## config.mk

```make
export PLATFORM = sky130hd
export DESIGN_NAME = l15_req_retime_buf
export DESIGN_NICKNAME = d
export VERILOG_FILES = /design/src/rtl/l15_req_retime_buf.sv
export SDC_FILE = /design/constraint.sdc
export NUM_CORES = 1
export LEC_CHECK = 0
export ABC_AREA = 1
export CAP_MARGIN = 10
export CORE_ASPECT_RATIO = 0.8
export CORE_MARGIN = 2
export CORE_UTILIZATION = 30
export DETAILED_ROUTE_END_ITERATION = 8
export DONT_BUFFER_PORTS = 1
export HOLD_SLACK_MARGIN = 0.03
export PLACE_DENSITY_LB_ADDON = 0.05
export SLEW_MARGIN = 20
export SYNTH_ARGS = -nofsm -noshare
export SYNTH_HDL_FRONTEND = slang
export SYNTH_SLANG_ARGS = --single-unit
```

## constraint.sdc

```tcl
create_clock -name clk_i -period 14.7 [get_ports clk_i]
set_clock_uncertainty 0.1 [all_clocks]
set_input_delay 3.675 -clock clk_i [delete_from_list [all_inputs] [get_ports clk_i]]
set_output_delay 3.675 -clock clk_i [all_outputs]
set_load 0.01 [all_outputs]
```

## src/rtl/l15_req_retime_buf.sv

```systemverilog
// Elastic in-order retiming buffer on the core -> L1.5 request path; breaks the
// header_ack -> req_ack combinational path. Optional stats: L15_REQ_RETIME_STATS_EN.
module l15_req_retime_buf #(
    parameter int unsigned DataWidth = 256,
    parameter int unsigned Depth     = 2,
    parameter int unsigned CntWidth  = $clog2(Depth + 1)
) (
    input  logic                 clk_i,
    input  logic                 rst_ni,
    input  logic                 req_val_i,
    input  logic [DataWidth-1:0] req_data_i,
    output logic                 req_ack_o,
    output logic                 l15_val_o,
    output logic [DataWidth-1:0] l15_data_o,
    input  logic                 l15_header_ack_i,
    output logic [CntWidth-1:0]  occupancy_o,
    output logic [31:0]          stall_cnt_o,
    output logic [CntWidth-1:0]  max_occ_o
);

    localparam int unsigned         PtrWidth = (Depth > 1) ? $clog2(Depth) : 1;
    localparam logic [CntWidth-1:0] DepthCnt = CntWidth'(Depth);
    localparam logic [PtrWidth-1:0] LastPtr  = PtrWidth'(Depth - 1);

    logic [DataWidth-1:0] mem [Depth];
    logic [PtrWidth-1:0]  rd_ptr;
    logic [PtrWidth-1:0]  wr_ptr;
    logic [CntWidth-1:0]  count;
    logic [CntWidth-1:0]  count_nxt;
    logic                 full;
    logic                 empty;
    logic                 push;
    logic                 pop;

    assign full  = (count == DepthCnt);
    assign empty = (count == '0);

    // Full blocks acceptance even when a pop is in flight, so ack never sees header_ack.
    assign req_ack_o  = req_val_i & ~full;
    assign push       = req_ack_o;
    assign l15_val_o  = ~empty;
    assign pop        = l15_val_o & l15_header_ack_i;
    assign l15_data_o = mem[rd_ptr];
    assign occupancy_o = count;

    always_comb begin
        count_nxt = count;
        case ({push, pop})
            2'b10:   count_nxt = count + CntWidth'(1);
            2'b01:   count_nxt = count - CntWidth'(1);
            default: count_nxt = count;
        endcase
    end

    always_ff @(posedge clk_i or negedge rst_ni) begin
        if (!rst_ni) begin
            rd_ptr <= '0;
            wr_ptr <= '0;
            count  <= '0;
        end else begin
            count <= count_nxt;
            if (push) begin
                wr_ptr <= (wr_ptr == LastPtr) ? '0 : wr_ptr + PtrWidth'(1);
            end
            if (pop) begin
                rd_ptr <= (rd_ptr == LastPtr) ? '0 : rd_ptr + PtrWidth'(1);
            end
        end
    end

    // Payload storage carries no reset; contents are only visible while count is non-zero.
    always_ff @(posedge clk_i) begin
        if (push) begin
            mem[wr_ptr] <= req_data_i;
        end
    end

`ifdef L15_REQ_RETIME_STATS_EN
    logic [31:0]         stall_cnt_q;
    logic [CntWidth-1:0] max_occ_q;

    always_ff @(posedge clk_i or negedge rst_ni) begin
        if (!rst_ni) begin
            stall_cnt_q <= '0;
            max_occ_q   <= '0;
        end else begin
            if (req_val_i && !req_ack_o && (stall_cnt_q != 32'hFFFF_FFFF)) begin
                stall_cnt_q <= stall_cnt_q + 32'd1;
            end
            if (count_nxt > max_occ_q) begin
                max_occ_q <= count_nxt;
            end
        end
    end

    assign stall_cnt_o = stall_cnt_q;
    assign max_occ_o   = max_occ_q;
`else
    assign stall_cnt_o = '0;
    assign max_occ_o   = '0;
`endif

endmodule

```

# Word level (Yosys, flattened, before mapping)
# Memories as Yosys holds them, arrays and structs flattened.
# Index checks and enable logic that the tools add are counted.
dict set report word_totals {
  reg_bits 4
  mem_bits_rw 512
  input_bits 260
  out_inout_bits 294
  wordCells 22
  n_memories 1
}
dict set report op_classes {
  n_addsub 4
  n_eq_ne 3
  muxes 5
  n_bitwise 4
  n_reduce_logical 2
}
# memory words width read_ports rd_clocked_by_memory_dff wr line
set mem_list {}
lappend mem_list {mem 2 256 1 0 1 25} ;# logic [DataWidth-1:0] mem [Depth];
# cell count
set op_table {}
lappend op_table {{== test 2 bit (second input constant)} 2}
lappend op_table {{two-way mux 1 bit} 4}
lappend op_table {{case mux 2 bit (2 select lines)} 1}
lappend op_table {{adder 1 bit (second input constant)} 2}
lappend op_table {{adder 2 x 1 -> 2 bit (second input constant)} 1}
lappend op_table {{bitwise AND 1 bit} 2}
lappend op_table {{== test 2 x 1 -> 1 bit (second input constant)} 1}
lappend op_table {{zero test 2 bit} 1}
lappend op_table {{NOT 1 bit} 2}
lappend op_table {{nonzero test 2 bit} 1}
lappend op_table {{subtractor 2 x 1 -> 2 bit (second input constant)} 1}

# Logic depth before layout (Yosys ltp)
# Gate-level depths: netlist of run 1.
dict set report depth {
  depth_word 5
  depth_mapped 10
  depth_no_buf 10
}

# Worst setup path after synthesis of run 1
# No wires, ideal clock.
dict set report synth_path {
  path_kind {input-to-reg}
  from {in req_val_i}
  to {mem mem[1][0], enable pin}
  setup_ns 0.879
  arrival_ns 14.420
  required_time_ns 13.721
  path_slack_ns -0.699
  path_stages 2
  n_path_buf 0
  path_cell_list {o21ai_0 > nor2_1}
}
dict set report synth_via {
  elab_chain_cells 3
}
# item line
set synth_rtl {}
lappend synth_rtl {{start: declaration} 10} ;# input logic req_val_i,
lappend synth_rtl {{bitwise AND 1 bit} 39} ;# assign req_ack_o = req_val_i & ~full;
lappend synth_rtl {{two-way mux 1 bit} 73} ;# if (push) begin
lappend synth_rtl {{two-way mux 1 bit (not written as such)} 74} ;# mem[wr_ptr] <= req_data_i;
lappend synth_rtl {{end: declaration} 25}
# No other way between the ends.

# Final worst setup path of run 1
dict set report layout_path {
  from {in req_val_i}
  to {out req_ack_o}
}
dict set report layout_via {
  elab_chain_cells 1
}
# item line
set layout_rtl {}
lappend layout_rtl {{bitwise AND 1 bit} 39}
lappend layout_rtl {{end: declaration} 12} ;# output logic req_ack_o,
# No other way between the ends.

==> reports/qor.txt, run 1 <==
final period utilization -> 53.6%
share of layout cells above drive strength 1 -> 5.56%
Cell Area, Synth -> 19200 um^2
Fmax achieved -> 127 MHz
met2 routed WL -> 24200 um
setup TNS -> 0 ns
CTS Root Cell -> clkbuf_16
post-DP HPWL -> 30700 um
DP Area -> 19800 um^2
Synth Instances -> 1403
P_leak -> 8.09 nW
CP arrival -> 4.10 ns
final instance area -> 21300 um^2
DR top layer -> met5
Max Slew Vio Count -> 0
number of synthesized flops with an enable pin -> 512
Fin. Hold Viols -> 0
final wirelength -> 48900 um
Cell variety after synth -> 17
core area -> 62900 um^2
WL met1 -> 17600 um
Worst Setup Slack, final -> 6.82 ns
worst setup path startpoint -> req_val_i
Peak VDD IR -> 0.148 mV
number of synthesis warnings -> 0
first-pass GRT wire length -> 67400 um
Max H-tree Level -> 2
worst slack, placed -> 6.82 ns
vias -> 9802
Die Wd -> 287 um
Post-CTS Setup Inserts -> 0
CTS tree -> built
vias in the first global route -> 9275
Post-CTS Hold Fix Bufs -> 0
Initial Util -> 30.5%
CTS Buf Count -> 55
IO buf count -> 0
Nets -> 1675
PD cells -> 212 nW/um^2
Buf/Inv on CP -> 0
Critical Path End Type -> output port
top-count cell post-synth -> nand2_1
vias per std cell -> 4.27
Synth Flop Type -> edfxtp_1
Slowest-stage cell, CP -> a21boi_0
fillcell total -> 6084
Reg area -> 15500 um^2
Max Cap Viol -> 0
leading area contributor after synthesis -> edfxtp_1
post-cts sizing count -> 0
# diodes -> 0
final setup fails -> 0
P&R area growth vs syn -> 11.3%
HP Start -> wr_ptr
RSZ-0062 raised after global routing -> false
insertion delay to the later sink of the worst-skew pair -> 0.58 ns
global placement routability congestion -> 0.723
critical path class -> input pin to output port
critical path data required time -> 10.93 ns
# DRC -> 0
Final Util -> 33.9%
initial drt markers -> 513
Pwr Total -> 0.00453 W
worst min path class -> flop to flop
Avg Cell Area, Syn -> 13.7 um^2
reg2reg start -> occupancy_o[0]
Tightest Pin Transition -> 1.09 ns
Yosys top cell area share -> 80.2%
Crit Path Max Fanout -> 2
Chip Height -> 230 um
Clock Path Buffers -> 3
Ports -> 554
std cell rows -> 82
status -> complete, no violations
clock slew at reported path FFs -> 0.06 ns
pin count of the biggest net entering global routing -> 109
DRT Pass-1 Iters -> 4
met3 routed WL -> 6000 um
min Tclk post-route -> 7.88 ns
multi-input logic area -> 3110 um^2
Slew HR -> 27.2%
grt ovf -> 0
post-synthesis sequential area ratio -> 80.7%
Avg WL per Cell -> 21.3 um
GRT Total Usage -> 14.1%
critical-path cell list -> a21boi_0
initial antenna violation count -> 1
Worst setup SP type -> input pin
Antenna Nets Post-Route -> 0
Synth top cells by count -> nand2_1, edfxtp_1, buf_4
FFs w/ async S/R, synth -> 0.775%
CTS sink count -> 516
die area -> 66000 um^2
Synth area leaders -> edfxtp_1, nand2_1, buf_4
worst stage delay on the critical path -> 0.43 ns
FF+latch count, synth -> 516
delay-heaviest family, CP -> compound AO/OA/AOI/OAI gates
## worst reg2reg max path: stages (launching register included)
cell and delay [ns]:
dfrtp_1 0.48, inv_1 0.12, a21boi_0 0.44, nand2_1 0.27
inv_8 0.45, buf_4 0.88, buf_4 0.81
## state kept, by name, summed over array words and instances (netlist names)
register and count:
mem 512, occupancy_o 2, rd_ptr 1, wr_ptr 1
## layout make-up
| cell class | instances | area share [%] |
|---|---|---|
| repair buffers | 12 | 0.422 |
| well taps | 840 | 4.92 |
| flip-flops and latches | 516 | 72.5 |
| inverters | 8 | 0.211 |
| multi-input cells | 821 | 14.6 |
| clock inverters | 25 | 0.557 |
| clock buffers | 75 | 6.80 |
## routing by layer
metal	track usage [%]	up-vias
met5	0	-
met4	3.76	2
met3	8.07	69
met2	23.9	315
met1	15.1	4721
li1	-	4695
## kinds of logic after synthesis
group           after synthesis  synth area share (%)
fa+ha+maj                     1                0.0652
buf+inv                      99                  3.78
simple gates                783                  15.3
xor+xnor                      1                0.0457
compound gates                2                0.0652
other cells                   1                0.0195
flops                       516                  80.7
## cells in the final DEF, fill, tap and decap left out, types with 2 or more instances in the layout
master	netlist	layout
dfrtp_1	4	3
inv_8	0	2
clkinv_1	0	15
clkinv_2	0	6
buf_4	51	12
inv_1	7	6
clkbuf_16	0	55
conb_1	1	34
nand3_1	2	2
edfxtp_1	512	512
clkinvlp_4	0	2
nand2_1	779	779
clkbuf_1	0	20
## final timing paths
check                                 end  slack [ns]  cells after the start
setup / recovery                req_ack_o        6.82                      1
hold / removal                     wr_ptr        0.39                      2
setup reg to reg              mem[0][177]       10.72                      6
hold reg to reg                    wr_ptr        0.39                      2
max in group asynchronous          rd_ptr       11.74                      0
min in group asynchronous  occupancy_o[1]        2.68                      0
## metrics by stage
| step | hold WS, ns | instances |
|---|---|---|
| 3_3_place_gp | 0.387 | 2197 |
| 4_1_cts | 0.387 | 2297 |
| 5_1_grt | 0.399 | 2297 |
| 6_report | 0.388 | 2297 |
| 3_5_place_dp | 0.373 | 2197 |
| 2_1_floorplan | 0.349 | 1436 |
## power by group
group	switching [W]	internal, W	total, W
Clock	0.000546	0.000686	0.00123
Combinational	0.00101	0.000193	0.00120
Sequential	0.0000852	0.00201	0.00210
Total	0.00164	0.00289	0.00453
Note: power is estimated with default switching activity, not from simulation.
==> run 2, diff against run 1 <==
==> constraint.sdc (replaced) <==
create_clock -name clk_i -period 7.2 [get_ports clk_i]
set_clock_uncertainty 0.1 [all_clocks]
set_input_delay 1.8 -clock clk_i [delete_from_list [all_inputs] [get_ports clk_i]]
set_output_delay 1.8 -clock clk_i [all_outputs]
set_load 0.01 [all_outputs]
==> run 2 against run 1 <==
Effect of this change:
- global-route usage up 0.13 points
- sequential share of layout area down 0.27 points
- sequential cell count unchanged
- critical endpoint is now l15_data_o[56]
- largest power group unchanged
==> reports/qor.txt, run 2 (synthesis gave the netlist of run 1 again) <==
# diodes -> 0
P&R area growth vs syn -> 11.7%
die area -> 66000 um^2
final period utilization -> 67.5%
core area -> 62900 um^2
Crit Path Max Fanout -> 119
CTS sink count -> 516
Avg WL per Cell -> 21.5 um
Hold Path End -> wr_ptr
worst min path class -> flop to flop
global placement routability congestion -> 0.747
insertion delay to the later sink of the worst-skew pair -> 0.58 ns
share of layout cells above drive strength 1 -> 5.15%
final setup fails -> 0
Max Cap Viol -> 0
vias per std cell -> 4.25
Fmax achieved -> 206 MHz
post-cts sizing count -> 0
std cell rows -> 82
pin count of the biggest net entering global routing -> 167
Ports -> 554
R2R Setup Slk -> 4.39 ns
critical path data required time -> 5.30 ns
critical path class -> flop to output port
IO buf count -> 0
vias in the first global route -> 9302
Nets -> 1671
GRT Total Usage -> 14.3%
CTS Buf Count -> 55
DRT Pass-1 Iters -> 6
PD cells -> 434 nW/um^2
# DRC -> 0
Post-CTS Setup Inserts -> 0
Pwr Total -> 0.00931 W
Tightest Pin Transition -> 1.15 ns
grt ovf -> 0
setup TNS -> 0 ns
Clock Path Buffers -> 3
clock slew at reported path FFs -> 0.06 ns
CP arrival -> 2.96 ns
Slew HR -> 23.1%
Max H-tree Level -> 2
Chip Height -> 230 um
final wirelength -> 49200 um
Largest register FFs -> 512
Critical Path End Type -> output port
Worst setup SP type -> flop
Antenna Nets Post-Route -> 0
reg2reg end -> mem[0][172]
CTS tree -> built
vias -> 9745
initial drt markers -> 516
fillcell total -> 6117
min Tclk post-route -> 4.86 ns
status -> complete, no violations
most frequent cells in the layout -> nand2_1, edfxtp_1, clkbuf_16
first-pass GRT wire length -> 68200 um
post-DP HPWL -> 30400 um
P_leak -> 8.10 nW
Worst Reg-to-Reg Cells -> 5
Post-CTS Hold Fix Bufs -> 0
RSZ-0062 raised after global routing -> false
reg2reg start -> occupancy_o[0]
Peak VDD IR -> 0.267 mV
Hold Path Depth -> 2
HP Start -> wr_ptr
Reg with most FFs -> mem
Die Wd -> 287 um
Max Slew Vio Count -> 0
Fin. Hold Viols -> 0
Reg area -> 15500 um^2
CTS Root Cell -> clkbuf_16
Initial Util -> 30.5%
most common cell after layout, fill and taps aside -> nand2_1
initial antenna violation count -> 0
multi-input logic area -> 3110 um^2
## run 2: metal layers
metal  share of wire [%]  global-route usage (%)
met5                   0                       0
met2                  51                    24.4
met4                 1.6                    3.37
met3                  13                    8.53
met1                  34                    14.9
## run 2: critical path, cell delays in order, from the launching register on
cell	delay, ns
dfrtp_4	0.70
inv_8	0.58
buf_12	0.47
nand2_1	0.10
nand2_1	0.23
## run 2: how the worst max path moves through the flow
stage	start	endpoint	depth (start not counted)
floorplan	req_val_i	mem[0][0]	3
global placement	rd_ptr	l15_data_o[188]	4
detailed placement	rd_ptr	l15_data_o[56]	4
CTS	rd_ptr	l15_data_o[56]	4
global route	rd_ptr	l15_data_o[82]	4
finish	rd_ptr	l15_data_o[56]	4
## run 2: area by class of cell
class,instances,share of cell area (%)
sequential,516,72.2
multi-input combinational,821,14.5
clock buffer,73,6.94
tap,840,4.91
timing repair buffer,8,0.631
clock inverter,29,0.566
inverter,8,0.193
## run 2: power by group
group / internal [W] / leakage (nW) / switching, W
Clock: 0.00144 / 0.773 / 0.00111
Sequential: 0.00411 / 4.81 / 0.000179
Combinational: 0.000417 / 2.51 / 0.00206
## run 2: metrics by stage
step                      area [um^2]  setup slack (ns)  utilization, %  instances  hold slack [ns]
after detailed placement        19800              2.90            31.5       2193            0.372
after floorplan                 19300             0.762               -       1436            0.350
after global routing            21400              2.09            34.1       2295            0.412
final                           21400              2.34            34.1       2295            0.383
after CTS                       21400              2.24            34.1       2295            0.387
after global placement          19800              2.92            31.5       2193            0.368
==> run 3, diff against run 2 <==
==> constraint.sdc (replaced) <==
create_clock -name clk_i -period 4.6 [get_ports clk_i]
set_clock_uncertainty 0.1 [all_clocks]
set_input_delay 1.15 -clock clk_i [delete_from_list [all_inputs] [get_ports clk_i]]
set_output_delay 1.15 -clock clk_i [all_outputs]
set_load 0.01 [all_outputs]
==> run 3 against run 2 <==
Effect of this change:
- via count up 1.3%
- hold slack got worse by 0.22 ns
- core utilization increased by 0.47 points
- global-route usage rose by 0.14 points
- sequential share of layout area fell by 0.98 points
- clock power up 62%
- critical path depth is the same
- die area is the same
- cell count rose by 0.70%
- register-to-register slack worse by 2.2 ns
- first-iteration DRC count increased by 10%
==> reports/qor.txt, run 3 (synthesis gave the netlist of run 1 again) <==
Pwr Total -> 0.0148 W
DRT Pass-1 Iters -> 4
Fin. Hold Viols -> 0
Slew HR -> 37.0%
grt ovf -> 0
core area -> 62900 um^2
worst min path class -> input pin to asynchronous set/reset pin
placed insts -> 2207
clock slew at reported path FFs -> 0.06 ns
vias -> 9874
Chip Height -> 230 um
GRT Total Usage -> 14.4%
most frequent cells in the layout -> nand2_1, edfxtp_1, clkbuf_16
std cell rows -> 82
vias in the first global route -> 9621
worst stage delay on the critical path -> 0.53 ns
most common cell after layout, fill and taps aside -> nand2_1
Peak VDD IR -> 0.439 mV
DP Area -> 20000 um^2
die area -> 66000 um^2
PD cells -> 683 nW/um^2
Post-CTS Hold Fix Bufs -> 0
final setup fails -> 0
Max Cap Viol -> 0
initial drt markers -> 568
Post-CTS Setup Inserts -> 0
Tightest Pin Transition -> 0.942 ns
Reg with most FFs -> mem
Layout Cells excl Fill -> 2311
Largest register FFs -> 512
post-DP HPWL -> 32000 um
delay-heaviest family, CP -> buffers and inverters
Avg WL per Cell -> 21.4 um
critical path data required time -> 3.35 ns
status -> complete, no violations
CTS Root Cell -> clkbuf_16
CTS sink count -> 516
Die Wd -> 287 um
initial antenna violation count -> 5
Final Util -> 34.5%
Slowest-stage cell, CP -> dfrtp_4
vias per std cell -> 4.27
Max H-tree Level -> 2
Initial Util -> 30.5%
hold slack -> 0.161 ns
critical path class -> flop to output port
Crit Path Max Fanout -> 56
Max Slew Vio Count -> 0
# DRC -> 0
Crit path top cell by count -> nand2_1
CTS tree -> built
RSZ-0062 raised after global routing -> false
pin count of the biggest net entering global routing -> 111
Buf/Inv on CP -> 2
Fmax achieved -> 286 MHz
R2R Setup Slk -> 2.23 ns
insertion delay to the later sink of the worst-skew pair -> 0.58 ns
final wirelength -> 49500 um
critical-path cell list -> inv_8 > buf_4 > nand2_1 > nand2_1
global placement routability congestion -> 0.769
Worst setup SP type -> flop
CTS Buf Count -> 56
Nets -> 1686
Clock Path Buffers -> 3
final period utilization -> 76.0%
post-cts sizing count -> 0
CP arrival -> 2.25 ns
P&R area growth vs syn -> 13.2%
first-pass GRT wire length -> 69400 um
Critical Path End Type -> output port
Ports -> 554
min Tclk post-route -> 3.50 ns
share of layout cells above drive strength 1 -> 7.23%
P_leak -> 8.25 nW
final instance area -> 21700 um^2
IO buf count -> 0
Antenna Nets Post-Route -> 0
[run 3: cell count changes in the layout (fill, tap and decap cells not counted), sizes merged]
cell / previous run / this run
bufinv: 0 / 2
inv: 7 / 8
clkbuf: 73 / 68
diode: 0 / 4
buf: 8 / 22
clkinv: 27 / 26
clkinvlp: 3 / 4
[run 3: area by class of cell]
class	count	area (um^2)
multi-input combinational	821	3140
antenna	4	10.0
fill	6082	41200
clock inverter	32	206
inverter	8	41.3
sequential	516	15500
tap	840	1050
clock buffer	68	1470
timing repair buffer	22	328
[run 3: worst reg2reg max path: cells and delay by family, from the launching register on]
kind / cells / cell delay, ns
flops: 1 / 0.50
simple gates: 1 / 0.75
compound gates: 1 / 0.09
buf+inv: 2 / 0.56
[run 3: path summary, 6_finish.rpt]
path                                 from  depth (start not counted)               to
max                                rd_ptr                          4  l15_data_o[133]
min                                rst_ni                          0   occupancy_o[1]
max reg2reg                occupancy_o[1]                          4      mem[1][187]
min reg2reg                        wr_ptr                          2           wr_ptr
max in group asynchronous          rst_ni                          0           rd_ptr
min in group clk_i                 wr_ptr                          2           wr_ptr
[run 3: through the flow]
| stage | setup TNS (ns) | worst slack [ns] |
|---|---|---|
| finish | 0 | 1.10 |
| CTS | 0 | 1.00 |
| floorplan | -518.37 | -1.10 |
| detailed placement | 0 | 1.66 |
| global route | 0 | 0.919 |
| global placement | 0 | 1.70 |
[run 3: metal layers]
layer | up-vias | wire, um | global-route usage (%)
met4 | 6 | 904 | 3.66
met2 | 339 | 24200 | 23.9
met1 | 4743 | 17800 | 15.6
li1 | 4715 | - | -
met3 | 71 | 6520 | 8.64
met5 | - | 48 | 0
[run 3: power breakdown]
group / switching, W / total, W / internal (W)
Clock: 0.00178 / 0.00414 / 0.00236
Combinational: 0.00329 / 0.00404 / 0.000753
Sequential: 0.000238 / 0.00665 / 0.00641
Total: 0.00530 / 0.0148 / 0.00952
